**src/rtl/mux_input_conditioner.sv**
```systemverilog
// mux_input_conditioner
// Conditions the raw pad controls for the 2:1 selector. Each control is
// synchronised, then sel/d0/d1 are debounced. An auto-toggle mode can drive
// sel at a programmable dwell rate. sel_changed pulses for one cycle on
// every change of sel. All outputs come straight from flops.
module mux_input_conditioner #(
    parameter int SYNC_STAGES     = 2,   // legal 2..4
    parameter int DEBOUNCE_CYCLES = 16,  // legal 2..255
    parameter int DWELL_W         = 8
) (
    input  logic               clk,
    input  logic               rst_n,
    input  logic               ena,
    input  logic               raw_sel,
    input  logic               raw_d0,
    input  logic               raw_d1,
    input  logic               auto_en,
    input  logic [DWELL_W-1:0] dwell,
    output logic               sel,
    output logic               d0,
    output logic               d1,
    output logic               sel_changed
);

    typedef enum logic {
        MANUAL = 1'b0,
        AUTO   = 1'b1
    } state_t;

    // Channel indices; the auto_en synchroniser sits in slot 3 and is not debounced.
    localparam int CH_SEL  = 0;
    localparam int CH_D0   = 1;
    localparam int CH_D1   = 2;
    localparam int CH_AUTO = 3;

    localparam logic [7:0] DB_LAST = 8'(DEBOUNCE_CYCLES - 1);

    logic [3:0]             raw_vec;
    logic [SYNC_STAGES-1:0] sync_q [4];
    logic [2:0]             synced;
    logic                   auto_sync;

    logic [2:0]             stable_q;
    logic [2:0]             stable_d;
    logic [7:0]             db_cnt_q [3];
    logic [7:0]             db_cnt_d [3];

    state_t                 state_q;
    logic [DWELL_W-1:0]     dwell_cnt_q;

    assign raw_vec   = {auto_en, raw_d1, raw_d0, raw_sel};
    assign synced    = {sync_q[CH_D1][SYNC_STAGES-1],
                        sync_q[CH_D0][SYNC_STAGES-1],
                        sync_q[CH_SEL][SYNC_STAGES-1]};
    assign auto_sync = sync_q[CH_AUTO][SYNC_STAGES-1];

    assign d0 = stable_q[CH_D0];
    assign d1 = stable_q[CH_D1];

    // Synchroniser chains: free-running, independent of ena.
    // NOTE: synchroniser flops are reset too, so no stale pad level can
    // ripple into the debouncers after reset is released.
    always_ff @(posedge clk or negedge rst_n) begin
        if (!rst_n) begin
            for (int i = 0; i < 4; i++) sync_q[i] <= '0;
        end else begin
            for (int i = 0; i < 4; i++)
                sync_q[i] <= {sync_q[i][SYNC_STAGES-2:0], raw_vec[i]};
        end
    end

    // Debounce next-state: count while synced differs, adopt after the full run.
    // NOTE: every output gets a default first so no path leaves it unassigned (no latch).
    always_comb begin
        for (int i = 0; i < 3; i++) begin
            stable_d[i] = stable_q[i];
            db_cnt_d[i] = db_cnt_q[i];
            if (synced[i] != stable_q[i]) begin
                if (db_cnt_q[i] == DB_LAST) begin
                    stable_d[i] = synced[i];
                    db_cnt_d[i] = '0;
                end else begin
                    db_cnt_d[i] = db_cnt_q[i] + 8'd1;
                end
            end else begin
                db_cnt_d[i] = '0;
            end
        end
    end

    // Debounce registers: advance only while enabled.
    // NOTE: state is written with non-blocking assignments so every flop
    // samples pre-edge values regardless of statement order.
    always_ff @(posedge clk or negedge rst_n) begin
        if (!rst_n) begin
            stable_q <= '0;
            for (int i = 0; i < 3; i++) db_cnt_q[i] <= '0;
        end else if (ena) begin
            stable_q <= stable_d;
            for (int i = 0; i < 3; i++) db_cnt_q[i] <= db_cnt_d[i];
        end
    end

    // Select FSM: manual tracking of the debounced select, or auto-toggle.
    always_ff @(posedge clk or negedge rst_n) begin
        if (!rst_n) begin
            state_q     <= MANUAL;
            dwell_cnt_q <= '0;
            sel         <= 1'b0;
            sel_changed <= 1'b0;
        end else if (!ena) begin
            sel_changed <= 1'b0;
        end else begin
            case (state_q)
                MANUAL: begin
                    if (auto_sync) begin
                        // Enter auto holding the current select level.
                        state_q     <= AUTO;
                        dwell_cnt_q <= dwell;
                        sel_changed <= 1'b0;
                    end else begin
                        sel         <= stable_d[CH_SEL];
                        sel_changed <= (stable_d[CH_SEL] != sel);
                    end
                end
                AUTO: begin
                    if (!auto_sync) begin
                        // Exit has priority over a toggle due on the same edge.
                        state_q     <= MANUAL;
                        dwell_cnt_q <= '0;
                        sel         <= stable_d[CH_SEL];
                        sel_changed <= (stable_d[CH_SEL] != sel);
                    end else if (dwell_cnt_q == '0) begin
                        sel         <= ~sel;
                        sel_changed <= 1'b1;
                        dwell_cnt_q <= dwell;
                    end else begin
                        dwell_cnt_q <= dwell_cnt_q - DWELL_W'(1);
                        sel_changed <= 1'b0;
                    end
                end
                default: begin
                    state_q     <= MANUAL;
                    sel_changed <= 1'b0;
                end
            endcase
        end
    end

endmodule

```
**config.mk**
```make
export PLATFORM = sky130hd
export DESIGN_NAME = mux_input_conditioner
export DESIGN_NICKNAME = d
export VERILOG_FILES = /design/src/rtl/mux_input_conditioner.sv
export SDC_FILE = /design/constraint.sdc
export NUM_CORES = 1
export LEC_CHECK = 0
export BUFFER_PORTS_ARGS = -buffer_cell sky130_fd_sc_hd__buf_4
export CAP_MARGIN = 20
export CELL_PAD_IN_SITES_DETAIL_PLACEMENT = 0
export CELL_PAD_IN_SITES_GLOBAL_PLACEMENT = 1
export CORE_MARGIN = 2
export CORE_UTILIZATION = 26
export CTS_BUF_LIST = sky130_fd_sc_hd__clkbuf_16
export CTS_CLUSTER_SIZE = 16
export DETAILED_ROUTE_END_ITERATION = 7
export PLACE_DENSITY_LB_ADDON = 0.05
export SLEW_MARGIN = 25
export SYNTH_ARGS = -nofsm -noshare
export SYNTH_HDL_FRONTEND = slang
export SYNTH_SLANG_ARGS = --single-unit
```
**constraint.sdc**
```tcl
create_clock -name clk -period 1.8 [get_ports clk]
set_clock_uncertainty 0.05 [all_clocks]
set_input_delay 0.36 -clock clk [delete_from_list [all_inputs] [get_ports clk]]
set_output_delay 0.36 -clock clk [all_outputs]
set_load 0.01 [all_outputs]
```
After elaboration in Yosys (flattened, before gate mapping)
Cells that the tools add are included.

word-level totals
  bits of input ports = 15
  bits in registers = 46
  output and inout port bits = 4
  logic and storage cells = 57

cells by class
  reductions and logical operators = 5
  bitwise operators = 2
  muxes and demuxes = 22
  equality and inequality tests = 10
  add/sub/neg operators = 4

operator list
  kind                 count
  $mux 8               9
  $add 8x1->8 const B  3
  $eq 8x4->1 const B   3
  $pmux 8 s2           1
  $mux 1               10
  $reduce_and 3->1     3
  $logic_not 8->1      1
  $sub 8x1->8 const B  1
  $ne 1x1->1           4
  $ne 2x2->1 const B   2
  $pmux 1 s2           2
  $ne 3x2->1 const B   1
  $not 1->1            2
  $reduce_and 2->1     1

Longest topological paths before layout
Gate-level depths: netlist of run 1.

  depth in word-level cells = 7
  depth in mapped cells = 6
  depth with buffers taken out = 6

Worst setup path before layout of run 1
No wires, ideal clock.

  path kind = register to register
  start point = register dwell_cnt_q[0]
  end point = register dwell_cnt_q[1]
  required time = 1.624 ns
  period minus slack after synthesis = 1.773 ns
  arrival time = 1.597 ns
  stages on the path, launching flop included = 7
  slack = 0.027 ns
  library setup time = 0.126 ns
  buffers on the path = 0
  cell sequence = dfrtp_1 inv_1 ha_1 nor4b_2 and2_1 nor3_1 o32a_1

between the ends
  cells in the longest elaborated chain, start to end = 4
  elaborated cells between the ends (all ways) = 5
  those cells by class = 1 x add/sub; 3 x mux; 1 x reduce/logical

ends and longest elaborated chain
  element                                                RTL line  source
  from (decl)                                            49        logic [DWELL_W-1:0] dwell_cnt_q;
  from (signal assigned)                                 119       dwell_cnt_q <= dwell;
  from (signal assigned)                                 136       dwell_cnt_q <= dwell;
  from (signal assigned)                                 138       dwell_cnt_q <= dwell_cnt_q - DWELL_W'(1);
  $sub 8x1->8 / $logic_not 8->1 (equally long branches)  138, 133
  $mux 8 (*)                                             133       end else if (dwell_cnt_q == '0) begin
  $mux 8 (*)                                             127       if (!auto_sync) begin
  $pmux 8 s2 (*)                                         114       case (state_q)

Mark *: on every way between the ends. The rest lies on a longest branch, timed or not.
A chain may end at the register's enable or synchronous reset.

Final worst setup path of run 1
  start point = register db_cnt_q[4] (netlist bit)
  end point = register db_cnt_q[3] (netlist bit)

between the ends
  cells in the longest elaborated chain, start to end = 3

ends and longest elaborated chain
  element      RTL line  source
  from (decl)  45        logic [7:0] db_cnt_q [3];
  $eq 8x4->1   79        if (db_cnt_q[i] == DB_LAST) begin
  $mux 8       79
  $mux 8       78        if (synced[i] != stable_q[i]) begin

No other way between the ends.

==> results.yml, run 1 <==
die:
  core_area_sq_um: 9150
  die_h_microns: 101
  dieArea_sq_um: 10100
  io_pins: 19
  die-width_microns: 101
  rows: 35
  start_util_pct: 26.5
power_and_ir_drop:
  pwr-share-seq_pct: 43.1
  p_int_mw: 2.04
  power_leakage_nw: 1.33
  p_sw_share_pct: 27.7
  power.switching_mw: 0.782
  vdd_drop_max_mv: 0.337
  power_density_nw_per_um2: 916
  clkPwrFrac_pct: 38.0
  comb_power_share_pct: 18.9
timing:
  hold_violations: 0
  setup_tns_ns: 0
  relSlewSlack_pct: 67.1
  finalSetupViolCount: 0
  drv_slew: 0
  grt_setup_unrepaired: "no"
  setup_slack_ns: 0.0953
  min_period_ns: 1.70
  worst_slew_pin_slew_ns: 0.494
  finalCritPeriodShare_pct: 94.7
  fmax_ghz: 0.587
logic_synthesis:
  syn_inst: 245
  yosys.area.top_type: "dfrtp_1"
  yosys-top-cells-area: "dfrtp_1, nand2_1, nor2_1, xnor2_1, mux2i_1"
  synth_edf_count: 0
  synth.most_common_cell: "dfrtp_1"
  synth_top_cell_area_share_pct: 47.5
  synth.cell_area_sq_um: 2420
  syn_nets: 265
  synthDistinctLibCells: 48
  synth_seq_area_share_pct: 47.5
  yosys-top-cells-count: "dfrtp_1, nand2_1, nor2_1"
  yosysWarnings: 0
  async_flop_share_pct: 100
  ys.flop_type: "dfrtp_1"
  synth_seq_cells: 46
  avgSynthCellArea_sq_um: 9.89
global_route:
  grt_use_total_pct: 13.1
  grt_max_degree: 32
  grt_pass1_vias: 2010
  overflow: 0
  antenna_found_initial: 0
  grt_pass1_wl_mm: 10.3
route:
  drt_pass1_iterations: 4
  drc: 0
  wl_mm: 5.97
  via_per_inst: 4.82
  vias: 1941
  drt-initial-drc-count: 56
  wl_per_cell_microns: 14.8
  drtAntennaViolNets: 0
min_path:
  hold_path_depth: 1
  worstHoldStart: "raw_sel"
  min_to: "sync_q[6]$_DFF_PN0_"
  hold_class: "in2reg"
setup_path:
  crit_path_end_kind: "flop"
  path_class: "reg2reg"
  reg2reg_slack_ns: 0.1
  rr_worst_depth: 4
  required_ns: 1.93
  timing.rr.end: "db_cnt_q[3]$_DFFE_PN0P_"
  cp.arrival_ns: 1.83
  worst_setup_path_start_kind: "flop"
  r2r-start: "db_cnt_q[4]$_DFFE_PN0P_"
  critical_path.max_fanout: 4
run:
  drv_cap: 0
cts:
  htree_levels: 2
  clk_pin_slew_ns: 0.07
  clockRootBuffer: "clkbuf_16"
  numCtsBuffers: 5
  cts_tree: "yes"
  cts.sinks: 46
  insertion_delay_ns: 0.29
  clock_path_buffers: 2
layout:
  fin_nets: 311
  layout-drive-gt1-share_pct: 23.3
  syn2layout_area_growth_pct: 27.0
  fin_cells: 403
  postLayoutCoreUtil_pct: 33.6
  design_area_sq_um: 3080
  n_antenna_cell: 0
placed_design:
  pre_cts_slack_ns: 0.0257
  dp.cells: 393
  hpwl_mm: 4.26
  dpl_cell_area_sq_um: 2860
  port_buffers: 18
  gp_congestion: 0.754
run_status:
  outcome: "finished, final reports clean"
==> final cells by class <==
cell class	count	area (sq um)
clock buffers	5	125
fillers	945	6070
flip-flops and latches	46	1150
inverters	7	26.3
repair buffers	46	360
multi-input cells	185	1240
clock inverters	3	40.0
well taps	111	139
==> stage by stage <==
| step | power [mW] | hold WS (ns) |
|---|---|---|
| 3_3_place_gp | 1.75 | 0.199 |
| 3_5_place_dp | 1.74 | 0.196 |
| 2_1_floorplan | 1.49 | 0.0144 |
| 4_1_cts | 2.84 | 0.116 |
| 5_1_grt | 2.97 | 0.115 |
| 6_report | 2.82 | 0.123 |
==> sequential cells by signal, summed over array words and instances (netlist names) <==
signal,flops
auto_sync,1
db_cnt_q,24
dwell_cnt_q,8
sel,1
sel_changed,1
stable_q,3
state_q,1
sync_q,7
==> cell families after synthesis <==
group | count (synthesis) | synth area share, %
compound gates | 50 | 15.2
xor+xnor | 16 | 5.78
fa+ha+maj | 5 | 2.58
buf+inv | 14 | 3.15
flops | 46 | 47.5
mux | 10 | 4.28
simple gates | 104 | 21.5
==> placed cells by master, fill, tap and decap left out, drive strengths merged, types with 3 or more instances in the layout <==
cell	instances
o31ai	4
nand4	4
dfrtp	46
o21ai	14
a21oi	4
buf	45
nand2	29
xor2	7
o2bb2ai	5
a221o	3
ha	5
nand2b	4
nor2b	7
xnor2	9
nor2	25
inv	7
clkbuf	5
nor3	10
nor4	6
mux2	3
mux2i	7
nand3	10
==> repair_timing <==
item,in CTS,in global routing
resized for setup,1,8
setup endpoints to repair,2,9
setup buffers,0,1
hold buffers,1,0
endpoints found under the hold margin,15,0
gates cloned,0,0
pin swaps,0,3
==> worst max-delay path, cell delays in order (launching register included) <==
cell and delay (ns):
dfrtp_1 0.41, or4_1 0.62, o21ai_4 0.23, nor2_1 0.07, a211o_1 0.22
==> how the worst max path moves through the flow <==
stage                                          start  cells past startpoint                         end
after global placement      db_cnt_q[20]$_DFFE_PN0P_                      4     stable_q[0]$_DFFE_PN0P_
final                        db_cnt_q[4]$_DFFE_PN0P_                      4     db_cnt_q[3]$_DFFE_PN0P_
after detailed placement  dwell_cnt_q[1]$_DFFE_PN0P_                      6  dwell_cnt_q[1]$_DFFE_PN0P_
after global routing      dwell_cnt_q[1]$_DFFE_PN0P_                      7             sel$_DFFE_PN0P_
after floorplan           dwell_cnt_q[0]$_DFFE_PN0P_                      6  dwell_cnt_q[1]$_DFFE_PN0P_
after CTS                   db_cnt_q[20]$_DFFE_PN0P_                      4     stable_q[0]$_DFFE_PN0P_
==> metal layers <==
layer  up-vias  part of all wire [%]  global-route usage (%)
met3         6                   3.5                    2.43
met1       937                    50                    18.3
met5         -                     0                       0
met2        28                    45                    20.7
met4         0                   1.3                    3.79
li1        970                     -                       -
==> power by group through the flow <==
stage / sequential [mW] / clock [mW] / combinational [mW]
after floorplan: 1.21 / 0 / 0.276
after CTS: 1.21 / 1.11 / 0.520
after global routing: 1.23 / 1.14 / 0.599
final: 1.22 / 1.07 / 0.533
after global placement: 1.23 / 0 / 0.517
after detailed placement: 1.23 / 0 / 0.513
Power figures use the tool's default switching activity.
==> run 2: changes to the inputs <==
Clock period 1.8 ns to 2.15 ns, I/O delays scaled along.
==> run 2 against run 1 <==
Net effect: clock power is 29% lower; hold slack got worse by 0.0087 ns; global-route usage down 0.77 points; combinational power fell by 36%; critical path type unchanged; largest cell class unchanged.
==> results.yml, run 2 (same netlist as run 1, synthesis figures left out) <==
min_path:
  hold_class: "in2async"
placed_design:
  gp_congestion: 0.792
  hpwl_mm: 3.91
  port_buffers: 18
die:
  start_util_pct: 26.5
  io_pins: 19
  dieArea_sq_um: 10100
  rows: 35
  die-width_microns: 101
  core_area_sq_um: 9150
  die_h_microns: 101
global_route:
  grt_pass1_wl_mm: 9.74
  grt_use_met1_pct: 17.4
  overflow: 0
  grt_util_met3_pct: 2.77
  grt_use_total_pct: 12.3
  grt_pass1_vias: 1897
  use_met2_pct: 18.7
  grt_max_degree: 47
  busiest_layer: "met2"
  antenna_found_initial: 0
layout:
  fin_nets: 288
  register_area_sq_um: 1150
  multi_input_area_sq_um: 1200
  fill_cells: 956
  postLayoutCoreUtil_pct: 30.8
  layout_commonest_cell: "dfrtp_1"
  reg.largest.list: "db_cnt_q: 24 flops, dwell_cnt_q: 8 flops, sync_q: 7 flops"
  n_antenna_cell: 0
  regMostFlops: "db_cnt_q"
  syn2layout_area_growth_pct: 16.4
  largest_reg_flops: 24
  final_cell_mix: "dfrtp_1, nand2_1, nor2_1"
  layout-drive-gt1-share_pct: 14.6
setup_path:
  rr_worst_depth: 6
  path_class: "reg2reg"
  r2r-start: "dwell_cnt_q[0]$_DFFE_PN0P_"
  worst_setup_path_start_kind: "flop"
  crit_start: "dwell_cnt_q[0]$_DFFE_PN0P_"
  crit_path_end_kind: "flop"
  timing.rr.end: "dwell_cnt_q[2]$_DFFE_PN0P_"
  required_ns: 2.27
  critical_path.max_fanout: 4
  cp.arrival_ns: 1.99
  endpoint: "dwell_cnt_q[2]$_DFFE_PN0P_"
  reg2reg_slack_ns: 0.28
cts:
  clock_path_buffers: 2
  clk_pin_slew_ns: 0.07
  cts_tree: "yes"
  cts_resized: 0
  insertion_delay_ns: 0.28
  htree_levels: 2
  clockRootBuffer: "clkbuf_16"
  post_cts_buffers: 0
  cts.sinks: 46
  postCtsHoldBufs: 0
  numCtsBuffers: 5
route:
  drt_pass1_iterations: 4
  via_per_inst: 4.85
  drt-initial-drc-count: 43
  drc: 0
  wl_mm: 5.66
  drtAntennaViolNets: 0
  wl_per_cell_microns: 14.9
  vias: 1838
timing:
  drv_slew: 0
  hold_violations: 0
  finalSetupViolCount: 0
  fmax_ghz: 0.535
  grt_setup_unrepaired: "no"
  finalCritPeriodShare_pct: 87.0
  worst_slew_pin_slew_ns: 0.619
  min_period_ns: 1.87
  relSlewSlack_pct: 58.7
  setup_tns_ns: 0
power_and_ir_drop:
  vdd_drop_max_mv: 0.313
  power_density_nw_per_um2: 753
  power_leakage_nw: 1.20
run:
  drv_cap: 0
run_status:
  outcome: "finished, final reports clean"
-- run 2: cell type report --
type                       instances  area share (%)
clock buffer                       5            4.44
clock inverter                     2           0.355
inverter                           7           0.932
multi-input combinational        185            42.4
sequential                        46            40.8
tap                              111            4.92
timing repair buffer              23            6.12
-- run 2: per-layer routing --
layer	routed length, microns	part of all wire, %	vias to the layer above
li1	-	-	933
met1	3000	53	879
met2	2440	43	22
met3	161	2.8	4
met4	65	1.1	0
met5	0	0	-
-- run 2: how the worst min path moves through the flow --
stage | start | end | slack, ns | depth (start not counted)
3_3_place_gp | sync_q[2]$_DFF_PN0_ | sync_q[3]$_DFF_PN0_ | 0.28 | 0
3_5_place_dp | sync_q[6]$_DFF_PN0_ | sync_q[7]$_DFF_PN0_ | 0.29 | 0
4_1_cts | rst_n | dwell_cnt_q[5]$_DFFE_PN0P_ | 0.14 | 1
6_report | rst_n | sel_changed$_DFF_PN0_ | 0.11 | 1
2_1_floorplan | rst_n | auto_sync$_DFF_PN0_ | 0.08 | 0
5_1_grt | rst_n | dwell_cnt_q[5]$_DFFE_PN0P_ | 0.16 | 1
-- run 2: per-stage QoR --
| step | worst slack (ns) | hold WS [ns] | cell area [sq um] | power (mW) | std cells |
|---|---|---|---|---|---|
| after floorplan | 0.377 | 0.0844 | 2420 | 1.24 | 245 |
| after global placement | 0.337 | 0.282 | 2690 | 1.40 | 372 |
| after detailed placement | 0.268 | 0.286 | 2690 | 1.39 | 372 |
| after CTS | 0.263 | 0.139 | 2820 | 2.16 | 379 |
| after global routing | 0.109 | 0.162 | 2820 | 2.25 | 379 |
| final | 0.280 | 0.114 | 2820 | 2.12 | 379 |
-- run 2: power breakdown --
group	switching, mW	internal, mW	total [mW]
Combinational	0.182	0.159	0.341
Clock	0.335	0.421	0.756
Sequential	0.0941	0.934	1.03
Total	0.611	1.51	2.12
-- run 2: worst max-delay path, stage by stage, from the launching register on --
cell and delay (ns):
dfrtp_1 0.39, inv_1 0.10, ha_1 0.25, nor4b_2 0.18, a21oi_1 0.30, nor2_1 0.13
a221o_1 0.36
